$ cat src/rtl/bus_bridge_hs.sv
// bus_bridge_hs
//   Decouples the CPU memory stage from the SoC bus. CPU requests enter a
//   DEPTH-entry FIFO through a valid/ready handshake. They are issued to the
//   bus one at a time, and each issued transaction waits for bus_ready. A
//   transaction aborts after TIMEOUT cycles without bus_ready. Exactly one
//   registered response pulse is produced per accepted request, in request
//   order.
//
// Ports
//   clk, rst_n                 clock, asynchronous active-low reset
//   req_valid/req_ready        CPU request handshake
//   req_write/addr/wdata       request payload (wdata stored as given)
//   resp_valid/rdata/err       one-cycle response pulse; rdata is 0 for
//                              writes and for timeouts
//   bus_valid/write/addr/wdata bus request, held stable while bus_valid=1
//   bus_ready/bus_rdata        slave completion and read data
//   busy                       FIFO non-empty or transaction in flight
//   err_count                  saturating count of timed-out transactions
module bus_bridge_hs #(
  parameter int AW      = 19,
  parameter int DW      = 19,
  parameter int DEPTH   = 4,
  parameter int TIMEOUT = 16
) (
  input  logic          clk,
  input  logic          rst_n,
  input  logic          req_valid,
  output logic          req_ready,
  input  logic          req_write,
  input  logic [AW-1:0] req_addr,
  input  logic [DW-1:0] req_wdata,
  output logic          resp_valid,
  output logic [DW-1:0] resp_rdata,
  output logic          resp_err,
  output logic          bus_valid,
  output logic          bus_write,
  output logic [AW-1:0] bus_addr,
  output logic [DW-1:0] bus_wdata,
  input  logic          bus_ready,
  input  logic [DW-1:0] bus_rdata,
  output logic          busy,
  output logic [7:0]    err_count
);
  localparam int PW = $clog2(DEPTH);
  localparam int CW = PW + 1;
  localparam int TW = $clog2(TIMEOUT);
  localparam int EW = 1 + AW + DW;

  typedef enum logic {ST_IDLE, ST_ISSUE} state_e;

  state_e        state_q, state_d;
  logic [EW-1:0] mem_q [DEPTH];
  logic [PW-1:0] wr_ptr_q, wr_ptr_d, rd_ptr_q, rd_ptr_d;
  logic [CW-1:0] count_q, count_d;
  logic [TW-1:0] wait_q, wait_d;
  logic          bus_write_q, bus_write_d;
  logic [AW-1:0] bus_addr_q, bus_addr_d;
  logic [DW-1:0] bus_wdata_q, bus_wdata_d;
  logic          resp_valid_q, resp_valid_d;
  logic          resp_err_q, resp_err_d;
  logic [DW-1:0] resp_rdata_q, resp_rdata_d;
  logic [7:0]    err_count_q, err_count_d;
  logic          push, pop, fifo_empty;
  logic [EW-1:0] head;

  assign req_ready  = (count_q != CW'(DEPTH));
  assign fifo_empty = (count_q == '0);
  assign push       = req_valid && req_ready;
  assign head       = mem_q[rd_ptr_q];

  // FIFO storage: no reset needed, occupancy is tracked by count_q.
  always_ff @(posedge clk) begin
    if (push) mem_q[wr_ptr_q] <= {req_write, req_addr, req_wdata};
  end

  always_comb begin
    wr_ptr_d = wr_ptr_q;
    rd_ptr_d = rd_ptr_q;
    count_d  = count_q;
    if (push) wr_ptr_d = wr_ptr_q + PW'(1);
    if (pop)  rd_ptr_d = rd_ptr_q + PW'(1);
    case ({push, pop})
      2'b10:   count_d = count_q + CW'(1);
      2'b01:   count_d = count_q - CW'(1);
      default: count_d = count_q;
    endcase
  end

  always_comb begin
    state_d      = state_q;
    pop          = 1'b0;
    wait_d       = wait_q;
    bus_write_d  = bus_write_q;
    bus_addr_d   = bus_addr_q;
    bus_wdata_d  = bus_wdata_q;
    resp_valid_d = 1'b0;
    resp_err_d   = 1'b0;
    resp_rdata_d = '0;
    err_count_d  = err_count_q;
    case (state_q)
      ST_IDLE: begin
        if (!fifo_empty) begin
          pop     = 1'b1;
          wait_d  = '0;
          state_d = ST_ISSUE;
        end
      end
      ST_ISSUE: begin
        // Completion is checked first so bus_ready in the final wait cycle
        // still completes normally.
        if (bus_ready) begin
          resp_valid_d = 1'b1;
          resp_rdata_d = bus_write_q ? '0 : bus_rdata;
          if (!fifo_empty) begin
            pop    = 1'b1;          // back-to-back: bus_valid stays high
            wait_d = '0;
          end else begin
            state_d = ST_IDLE;
          end
        end else if (wait_q == TW'(TIMEOUT - 1)) begin
          // Abort via IDLE so bus_valid is low for exactly one cycle.
          resp_valid_d = 1'b1;
          resp_err_d   = 1'b1;
          if (err_count_q != 8'hFF) err_count_d = err_count_q + 8'd1;
          state_d = ST_IDLE;
        end else begin
          wait_d = wait_q + TW'(1);
        end
      end
      default: state_d = ST_IDLE;
    endcase
    if (pop) {bus_write_d, bus_addr_d, bus_wdata_d} = head;
  end

  always_ff @(posedge clk or negedge rst_n) begin
    if (!rst_n) begin
      state_q      <= ST_IDLE;
      wr_ptr_q     <= '0;
      rd_ptr_q     <= '0;
      count_q      <= '0;
      wait_q       <= '0;
      bus_write_q  <= 1'b0;
      bus_addr_q   <= '0;
      bus_wdata_q  <= '0;
      resp_valid_q <= 1'b0;
      resp_err_q   <= 1'b0;
      resp_rdata_q <= '0;
      err_count_q  <= '0;
    end else begin
      state_q      <= state_d;
      wr_ptr_q     <= wr_ptr_d;
      rd_ptr_q     <= rd_ptr_d;
      count_q      <= count_d;
      wait_q       <= wait_d;
      bus_write_q  <= bus_write_d;
      bus_addr_q   <= bus_addr_d;
      bus_wdata_q  <= bus_wdata_d;
      resp_valid_q <= resp_valid_d;
      resp_err_q   <= resp_err_d;
      resp_rdata_q <= resp_rdata_d;
      err_count_q  <= err_count_d;
    end
  end

  assign bus_valid  = (state_q == ST_ISSUE);
  assign bus_write  = bus_write_q;
  assign bus_addr   = bus_addr_q;
  assign bus_wdata  = bus_wdata_q;
  assign resp_valid = resp_valid_q;
  assign resp_err   = resp_err_q;
  assign resp_rdata = resp_rdata_q;
  assign err_count  = err_count_q;
  assign busy       = !fifo_empty || (state_q == ST_ISSUE);

endmodule

$ cat config.mk
export PLATFORM = sky130hd
export DESIGN_NAME = bus_bridge_hs
export DESIGN_NICKNAME = d
export VERILOG_FILES = /design/src/rtl/bus_bridge_hs.sv
export SDC_FILE = /design/constraint.sdc
export NUM_CORES = 1
export LEC_CHECK = 0
export CAP_MARGIN = 0
export CORE_ASPECT_RATIO = 0.8
export CORE_MARGIN = 1
export CORE_UTILIZATION = 40
export DETAILED_ROUTE_END_ITERATION = 16
export GPL_TIMING_DRIVEN = 0
export PLACE_DENSITY = 0.72
export SLEW_MARGIN = 40
export SYNTH_ARGS = -nofsm -noshare
export SYNTH_HDL_FRONTEND = slang
export SYNTH_SLANG_ARGS = --single-unit
$ cat constraint.sdc
create_clock -name clk -period 4.7 [get_ports clk]
set_input_delay 0.94 -clock clk [delete_from_list [all_inputs] [get_ports clk]]
set_output_delay 0.94 -clock clk [all_outputs]
set_load 0.01 [all_outputs]
==> reports/summary.md <==
Share of the clock period used by the worst path: 0.619. The flow ran to the end, and the final reports show no timing, DRC or antenna violations. The die is 136 um tall. The synthesized design spends more area on one cell type than any other, namely edfxtp_1.

The most used flip-flop cell after synthesis is edfxtp_1. The number of antenna violations at the first check in global routing came out at 0. For this run the aggregate overflow at the end of global routing stands at 0. Length of routed wiring on met1: 7.38 mm. The capture point of the worst reg-to-reg path is count_q[2]$_DFFE_PN0P_. Setup repair after global routing left no endpoint under its margin. The first global-routing pass estimated 26.3 mm of wire.

At the end of the flow, the number of nets in the layout was 663. The run gives 0.535 as the utilization of the core after routing. For the count of pins on the block boundary, the log shows 133. The share of post-route cells with drive strength above 1 is 0.234. For this block, the initial DRC count from the detailed router was 210.

Before antenna repair, the detailed router went through 4 iterations. Ranked by total cell area, the synthesized netlist is headed by edfxtp_1 52%, dfrtp_1 22%, mux4_2 9.7%, mux2_4 6.3%, and2_1 1.4%. The number of antenna diodes in the final layout is 0.

Number of sinks driven by the clock tree: 236. TritonCTS built the clock tree. The final-report setup violation count came out at 0. Sorting the synthesized cells by how often they occur yields 156 x edfxtp_1, 80 x dfrtp_1, 39 x mux4_2, 38 x mux2_4, 20 x and2_1. The clock passes through at most 3 buffers. The clock network latency to the later pin of the worst-skew pair was 0.50 ns; the post-layout minimum cycle time was 2.91 ns. The average instance in the mapped netlist occupies 21.0 um2.

Clock tree synthesis inserted a total of 24 buffers. The number of different library cells used by synthesis comes to 37. Max-cap violations in this run came to 0.

The area share of the leading cell type in the synthesized netlist was 0.520; the number of nets still failing antenna checks after routing was 0. For the number of slew-limit violations in the final report, the log shows 0. The die is 170 um wide. Clock skew on the completed layout was measured at 0.00932 ns.

Signal arrival time at the worst endpoint: 3.32 ns. The tools report the post-cts sizing count as 0. The setup path with the least slack is of type in -> reg.

In this run the post-CTS setup repair buffer count came out at 0. At the end of routability-driven placement, the weighted congestion stood at 0.764. For this design the ratio of total power to cell area is 628 nW/um2. After routing the design area is 11700 um2.

The count of buffers inserted at the top-level ports is 132. In this run the critical register-to-register path is launched from bus_valid$_DFF_PN0_. The cell area reported after detailed placement was 10800 um2. The per-cell via count in the routed design was 4.87. The routed wire length on met3 came out at 778 um. The via count of the first global-routing pass was 4824; the combined area of all synthesized cells was 9010 um2.

The net count after synthesis is 500, and the met2 wirelength from detailed routing is 8.46 mm. Setup slack on the worst reg-to-reg path comes out at 2.35 ns. The final hold violation count came out at 0. The kind of launch point of the worst setup path is an input port.

From synthesis to final layout, the design area changed by 29.7%. Post-detailed-routing wire length: 16.9 mm. The worst-case reg-to-reg path depth is 10.

VDD sags by at most 0.438 mV. The measured slew at the worst slew-check pin is 0.661 ns, and the number of rows in the core area is 48. The total area inside the core boundary comes to 21900 um2. Once layout is complete, the cells apart from fillers number 911. Detailed placement finished with a half-perimeter wire length of 10.9 mm. After routing, the total negative slack on setup checks comes to 0 ns.

The largest driver fanout on the critical path works out to 10. Yosys instantiated no cell more often than edfxtp_1. Derived from the worst setup path, the maximum achievable clock frequency is 0.344 GHz. The remaining max-slew budget at the tightest pin was 0.560.

Entering global routing, the biggest net connects 60 pins. Synthesis warning total: 0. The detailed router placed 4434 vias in this run. For the area of the die, the log shows 23100 um2.

The leakage dissipation was 4.39 nW. The worst hold path belongs to the class in -> async. The total placed cells including tap cells came out at 867. The starting density of the core is 0.412.

The clock-pin transition on the worst setup and hold timing paths was 0.06 ns; the part of the Yosys area used for sequential elements was 0.742. The design draws 7.35 mW. The fraction of registers with async set or reset after synthesis came out at 0.339. After detailed routing, no signal wire sits above met4.

The post-detailed-route wirelength per cell is 18.6 um, and the post-synthesis cell count is 430. The worst setup path is captured at a register. Counting flops with a built-in enable in the synthesized netlist gives 156. The run gives 0 as the DRC violation count after routing. The total track usage was 0.150.

Counting flops and latches in the post-synthesis netlist gives 236. The logs give 1 for the number of H-tree levels and 5.12 ns for the required time of the critical path. The tree is rooted in a clkbuf_16. After clock tree synthesis, the flow added hold-fix buffers numbering 0.
cells in the final DEF (no fill, tap or decap), drive strengths merged:
| cell type | n |
|---|---|
| nand2 | 6 |
| bufinv | 2 |
| clkbuf | 41 |
| inv | 11 |
| ha | 7 |
| clkinvlp | 1 |
| mux2i | 3 |
| mux2 | 42 |
| fa | 1 |
| and3b | 1 |
| clkdlybuf4s50 | 131 |
| a31oi | 1 |
| mux4 | 39 |
| xnor2 | 5 |
| xor2 | 7 |
| nor4 | 1 |
| nand4 | 3 |
| and2 | 20 |
| clkinv | 4 |
| o21ai | 3 |
| and2b | 1 |
| dfrtp | 80 |
| buf | 18 |
| and3 | 5 |
| nand3 | 7 |
| nor2 | 3 |
| nor3 | 4 |
| a21oi | 2 |
| nand2b | 2 |
| o211ai | 2 |
| o21a | 2 |
| edfxtp | 156 |
sequential cells by signal, summed over array words and instances (netlist names):
signal and flops:
wr_ptr_q 2, count_q 3, mem_q 156, wait_q 4, resp_valid 1, resp_rdata 19, bus_addr 19, bus_valid 1
resp_err 1, bus_wdata 19, bus_write 1, err_count 8, rd_ptr_q 2
worst max-delay path by stage:
stage	start	endpoint	slack (ns)	cells after the start
2_1_floorplan	bus_ready	count_q[2]$_DFFE_PN0P_	2.07	10
3_5_place_dp	bus_ready	count_q[2]$_DFFE_PN0P_	1.26	11
6_report	bus_ready	count_q[2]$_DFFE_PN0P_	1.79	11
3_3_place_gp	rst_n	err_count[1]$_DFFE_PN0P_	-0.43	1
5_1_grt	bus_ready	count_q[2]$_DFFE_PN0P_	1.69	11
4_1_cts	bus_ready	count_q[2]$_DFFE_PN0P_	1.80	11
stage by stage:
stage | setup WS [ns] | hold slack, ns
floorplan | 2.07 | 0.478
global placement | -0.433 | 0.487
detailed placement | 1.26 | 0.498
CTS | 1.80 | 0.279
global route | 1.69 | 0.287
finish | 1.79 | 0.292
power by group:
group	total, mW	internal (mW)	switching, mW
Sequential	3.00	2.78	0.218
Clock	1.98	1.23	0.753
Combinational	2.37	1.40	0.972
cell type report:
type | instances | area, um2
buffer | 16 | 155
clock buffer | 37 | 763
clock inverter | 7 | 87.6
fill | 1722 | 10200
inverter | 11 | 41.3
multi-input combinational | 167 | 2150
sequential | 236 | 6690
tap | 300 | 375
timing repair buffer | 137 | 1430
critical path: stages:
cell             delay (ns)
clkdlybuf4s50_1        0.52
and2b_1                0.20
buf_6                  0.14
nor2_8                 0.18
buf_4                  0.25
ha_1                   0.21
inv_1                  0.06
fa_1                   0.38
xor2_1                 0.15
nor2_1                 0.11
xor2_1                 0.18
cell families (layout without fill, tap and decap cells):
logic type                 after synthesis  after routing  share of synthesized area
xor gates and xnor gates                12             12                     0.0117
AOI/OAI and AO/OA                       10             10                    0.00680
and+or+nand+nor                         53             53                     0.0371
buffers and inverters                   27            208                     0.0218
adders and majority gates                8              8                     0.0119
muxes                                   84             84                      0.169
DFF                                    236            236                      0.742
per-layer routing:
metal / vias to the layer above / global-route usage
li1: 1988 / -
met1: 2311 / 0.198
met2: 111 / 0.253
met3: 24 / 0.0311
met4: 0 / 0.0375
met5: - / 0
Note: power is estimated with default switching activity, not from simulation.
